[src/rtl/fmul_pipe.sv]
// fmul_pipe: three-stage pipelined floating-point multiplier with valid/ready
// handshake and tag passthrough. Exponent and mantissa widths are parameters.
// Denormal inputs are treated as zero. Underflow flushes to signed zero.
// Overflow saturates to signed infinity.
// Optional macro FMUL_PIPE_RNE_EN: round-to-nearest-even in stage 3.
// When the macro is not defined, the result is truncated.
module fmul_pipe #(
    parameter int EW    = 8,
    parameter int MW    = 23,
    parameter int TAG_W = 5
) (
    input  logic                clk,
    input  logic                rst,
    input  logic                in_valid,
    output logic                in_ready,
    input  logic [EW+MW:0]      in_a,
    input  logic [EW+MW:0]      in_b,
    input  logic [TAG_W-1:0]    in_tag,
    output logic                out_valid,
    input  logic                out_ready,
    output logic [EW+MW:0]      out_c,
    output logic [TAG_W-1:0]    out_tag
);
    localparam int W  = 1 + EW + MW;
    localparam int XW = EW + 3;          // signed working exponent width
    localparam int PW = 2 * MW + 2;      // full significand product width
    localparam logic        [XW-1:0] BIAS_X = XW'(2 ** (EW - 1) - 1);
    localparam logic signed [XW-1:0] EMAX_X = XW'(2 ** EW - 1);

    // A held result freezes every stage. Bubbles are kept in place and are not collapsed.
    logic stall;
    assign stall    = out_valid & ~out_ready;
    assign in_ready = ~stall;

    // Stage 1 registers
    logic              v1_reg, sign1_reg, zero1_reg;
    logic [EW+1:0]     eadd1_reg;
    logic [MW:0]       ma1_reg, mb1_reg;
    logic [TAG_W-1:0]  tag1_reg;

    // Stage 2 registers
    logic              v2_reg, sign2_reg, zero2_reg;
    logic [EW+1:0]     eadd2_reg;
    logic [PW-1:0]     prod2_reg;
    logic [TAG_W-1:0]  tag2_reg;

    // Stage 3 combinational signals
    logic              top;
    logic [MW-1:0]     mant;
    logic [MW-1:0]     mant_fin;
    logic signed [XW-1:0] e_norm;
    logic signed [XW-1:0] e_fin;
    logic [W-1:0]      c_next;
    logic [PW-1:0]     prod_next;

    // Stage 1: unpack the operands, XOR the signs, add the biased exponents, detect zero operands
    always_ff @(posedge clk or posedge rst) begin
        if (rst) begin
            v1_reg    <= 1'b0;
            sign1_reg <= 1'b0;
            zero1_reg <= 1'b0;
            eadd1_reg <= '0;
            ma1_reg   <= '0;
            mb1_reg   <= '0;
            tag1_reg  <= '0;
        end else if (!stall) begin
            v1_reg    <= in_valid;
            sign1_reg <= in_a[W-1] ^ in_b[W-1];
            zero1_reg <= (in_a[W-2:MW] == '0) || (in_b[W-2:MW] == '0);
            eadd1_reg <= {2'b00, in_a[W-2:MW]} + {2'b00, in_b[W-2:MW]};
            ma1_reg   <= {1'b1, in_a[MW-1:0]};
            mb1_reg   <= {1'b1, in_b[MW-1:0]};
            tag1_reg  <= in_tag;
        end
    end

    assign prod_next = {{(MW+1){1'b0}}, ma1_reg} * {{(MW+1){1'b0}}, mb1_reg};

    // Stage 2: multiply the significands, each with its hidden 1 restored
    always_ff @(posedge clk or posedge rst) begin
        if (rst) begin
            v2_reg    <= 1'b0;
            sign2_reg <= 1'b0;
            zero2_reg <= 1'b0;
            eadd2_reg <= '0;
            prod2_reg <= '0;
            tag2_reg  <= '0;
        end else if (!stall) begin
            v2_reg    <= v1_reg;
            sign2_reg <= sign1_reg;
            zero2_reg <= zero1_reg;
            eadd2_reg <= eadd1_reg;
            prod2_reg <= prod_next;
            tag2_reg  <= tag1_reg;
        end
    end

`ifdef FMUL_PIPE_RNE_EN
    logic          guard, sticky, round_up;
    logic [MW:0]   mant_sum;
`else
    logic          unused_low;
`endif

    // Stage 3: normalise, adjust the exponent, round, then classify and pack the result
    always_comb begin
        top    = prod2_reg[PW-1];
        mant   = top ? prod2_reg[PW-2:MW+1] : prod2_reg[PW-3:MW];
        e_norm = {1'b0, eadd2_reg} - BIAS_X + {{(XW-1){1'b0}}, top};
`ifdef FMUL_PIPE_RNE_EN
        guard    = top ? prod2_reg[MW] : prod2_reg[MW-1];
        sticky   = top ? (|prod2_reg[MW-1:0]) : (|prod2_reg[MW-2:0]);
        round_up = guard & (sticky | mant[0]);
        mant_sum = {1'b0, mant} + {{MW{1'b0}}, round_up};
        // A carry out of the mantissa wraps it to zero and increments the exponent.
        mant_fin = mant_sum[MW-1:0];
        e_fin    = e_norm + {{(XW-1){1'b0}}, mant_sum[MW]};
`else
        mant_fin = mant;
        e_fin    = e_norm;
`endif
        if (zero2_reg)
            c_next = {sign2_reg, {(EW+MW){1'b0}}};
        else if (e_fin[XW-1] || (e_fin == '0))
            c_next = {sign2_reg, {(EW+MW){1'b0}}};
        else if (e_fin >= EMAX_X)
            c_next = {sign2_reg, {EW{1'b1}}, {MW{1'b0}}};
        else
            c_next = {sign2_reg, e_fin[EW-1:0], mant_fin};
    end

`ifndef FMUL_PIPE_RNE_EN
    // Truncation never reads the low product bits. They are only used when rounding is enabled.
    assign unused_low = ^prod2_reg[MW-1:0];
`endif

    // Output register: holds the result stable while the consumer stalls
    always_ff @(posedge clk or posedge rst) begin
        if (rst) begin
            out_valid <= 1'b0;
            out_c     <= '0;
            out_tag   <= '0;
        end else if (!stall) begin
            out_valid <= v2_reg;
            out_c     <= c_next;
            out_tag   <= tag2_reg;
        end
    end
endmodule

[config.mk]
export PLATFORM = sky130hd
export DESIGN_NAME = fmul_pipe
export DESIGN_NICKNAME = d
export VERILOG_FILES = /design/src/rtl/fmul_pipe.sv
export SDC_FILE = /design/constraint.sdc
export NUM_CORES = 2
export LEC_CHECK = 0
export ABC_CLOCK_PERIOD_IN_PS = 9100
export CAP_MARGIN = 10
export CORE_MARGIN = 2
export CORE_UTILIZATION = 48
export DETAILED_ROUTE_END_ITERATION = 10
export PLACE_DENSITY_LB_ADDON = 0.15
export SYNTH_ARGS = -nofsm -noshare
export SYNTH_HDL_FRONTEND = slang
export SYNTH_SLANG_ARGS = --single-unit
[constraint.sdc]
create_clock -name clk -period 9.1 [get_ports clk]
set_input_delay 1.82 -clock clk [delete_from_list [all_inputs] [get_ports clk]]
set_output_delay 1.82 -clock clk [all_outputs]
set_load 0.01 [all_outputs]
==> flow_summary.ini <==
[logic_synthesis]
synth_cell_type_count = 66
synth_top_area_frac = 0.395
ys_seq_elements = 144
ys_seq_area_frac = 0.147
synth.most_common_cell = nand2_1
synth_area_leader_cell = fa_1
synthesis.area_um2 = 24400
synth_edf_count = 0
synthFlopType = dfrtp_1
synthesis.instances = 2704
ys_top_cells_by_count = nand2_1 (578), inv_1 (546), fa_1 (482)
synth.avg_cell_area_um2 = 9.04
synthArstFlopShare = 1.00
synth_nets = 3439
synthTopCellsByArea = fa_1 (39%), dfrtp_1 (15%), ha_1 (9.2%), nand2_1 (8.9%), inv_1 (8.4%)
synth_warnings = 0

[global_route]
antenna_found_initial = 1
grt_max_degree = 139
gr-total-overflow = 0
grt_pass1_wl_mm = 105
grt_pass1_vias = 19700
grt_util_all_layers = 0.255

[route]
vias = 17800
routed_wl_mm = 63.0
ant_nets = 0
drtIter0Drc = 1082
route.detailed.drc = 0
avgRoutedWirePerCell_um = 18.4
vias_per_cell = 5.19
drt_pass1_iterations = 5

[job]
cap_violations = 0

[cts]
clock-root-buffer = clkbuf_16
postCtsSetupRepairBufs = 0
clock-sinks = 144
clkTransAtPathRegs_ns = 0.07
htree_levels = 4
cts_buffers = 17
tritoncts = done
postCtsResizedCells = 0
clk_latency_ns = 0.46
cts_buffer_depth = 2
ctsHoldBuffers = 0

[die]
core_um2 = 50200
die_area_um2 = 52800
boundaryPins = 112
die_h_um = 230
die_w_um = 230
initial_core_util = 0.487
row_count = 82

[cells_and_area]
postLayoutCellArea_um2 = 26800
drive_above_1_share = 0.0397
nets = 3470
largest_reg_flops = 32
area_delta_synth_final_pct = 9.43
diodes = 0

[setup_path]
regToRegEndpoint = prod2_reg[46]
crit_slowest_cell = dfrtp_1
slowest_delay_ns = 0.79
cp.buffers_inverters = 6
path_max_fanout = 15
critPathMostFrequentCell = fa_1
path_class = flip-flop to flip-flop
worstSetupStartpointType = flip-flop
path_cells = buf_4 > nand2_1 > fa_1 > inv_1 > fa_1 > inv_1 > fa_1 > fa_1 > inv_1 > fa_1 > fa_1 > inv_1 > fa_1 > inv_1 > ha_1 > a21oi_1 > a21oi_1 > a211oi_1 > nand3_1 > o21ai_2 > a211o_1 > nand3_1 > a211o_1 > o221a_2
regToRegStartpoint = mb1_reg[3]
reg2regPathDepth = 24
crit_arrival_ns = 8.19
critPathCapture = prod2_reg[46]
critPathLaunch = mb1_reg[3]
r2r_setup_slack_ns = 1.25
path_depth = 24
required_ns = 9.44
cp-end-kind = flip-flop
cp_top_family = adder cells

[hold_path]
hold_path_depth = 2
hold_class = flip-flop to flip-flop

[timing]
setup_viol = 0
max_freq_mhz = 127
grt_setup_unrepaired = false
fin_crit_ns = 7.85
timing_hold_violations_final = 0
clock_skew_ns = 0.0147
relSlewSlack = 0.131
tightestPinTransition_ns = 1.30
setup-tns-final_ns = 0
period_share = 0.863
worst_slack_ns = 1.25
drv_slew = 0

[status]
outcome = finished clean

[place]
placed_area_um2 = 26200
gp_routability_congestion = 0.922
io_buffers = 111
pre_cts_ws_ns = 1.35
dp_hpwl_mm = 49.5
-- metrics by stage --
| stage | hold WS, ns | std cells | util |
|---|---|---|---|
| floorplan | 0.430 | 2704 | - |
| global placement | 0.447 | 3388 | 0.521 |
| detailed placement | 0.455 | 3388 | 0.521 |
| CTS | 0.470 | 3420 | 0.533 |
| global route | 0.481 | 3420 | 0.533 |
| finish | 0.470 | 3420 | 0.533 |
-- worst min-delay path by stage --
stage | startpoint | endpoint | slack [ns]
finish | tag2_reg[1] | tag2_reg[1] | 0.47
global route | tag2_reg[1] | tag2_reg[1] | 0.48
CTS | tag2_reg[1] | tag2_reg[1] | 0.47
detailed placement | tag2_reg[1] | tag2_reg[1] | 0.46
global placement | v2_reg | v2_reg | 0.45
floorplan | v2_reg | v2_reg | 0.43
-- placed cells by master (no fill, tap or decap), drive strengths merged, types with 19 or more instances in the layout --
cell,instances
nor2,41
and2,294
mux2i,23
buf,39
xnor2,19
inv,555
a21oi,55
fa,482
nand2,580
dfrtp,144
o21ai,56
clkdlybuf4s50,111
ha,180
-- layer usage --
metal | wire length [um] | global-route usage | vias to the layer above
met3 | 3730 | 0.0443 | 108
li1 | - | - | 8066
met2 | 31000 | 0.432 | 468
met4 | 1960 | 0.0832 | 0
met5 | 0 | 0 | -
met1 | 26200 | 0.334 | 9122
-- logic make-up after synthesis --
kind of cell / synth area share
buf+inv: 0.107
flops: 0.147
xor+xnor: 0.0115
compound gates: 0.0483
mux: 0.00988
fa+ha+maj: 0.487
simple gates: 0.190
-- area by class of cell --
| type | instances | area, um2 |
|---|---|---|
| fill | 4649 | 23400 |
| clock inverter | 15 | 165 |
| inverter | 546 | 2060 |
| clock buffer | 17 | 425 |
| sequential | 144 | 3600 |
| multi-input combinational | 1876 | 18200 |
| timing repair buffer | 150 | 1420 |
| tap | 672 | 841 |
-- worst reg2reg max path: stages (launching register included) --
cell      delay [ns]
dfrtp_1         0.79
buf_4           0.34
nand2_1         0.11
fa_1            0.57
inv_1           0.06
fa_1            0.47
inv_1           0.05
fa_1            0.49
fa_1            0.51
inv_1           0.06
fa_1            0.49
fa_1            0.49
inv_1           0.05
fa_1            0.47
inv_1           0.04
ha_1            0.31
a21oi_1         0.20
a21oi_1         0.10
a211oi_1        0.72
nand3_1         0.28
o21ai_2         0.32
a211o_1         0.25
nand3_1         0.15
a211o_1         0.30
o221a_2         0.12
Power is not shown: default switching activity piles up to over one toggle a cycle in this logic, so the estimate is an artifact.
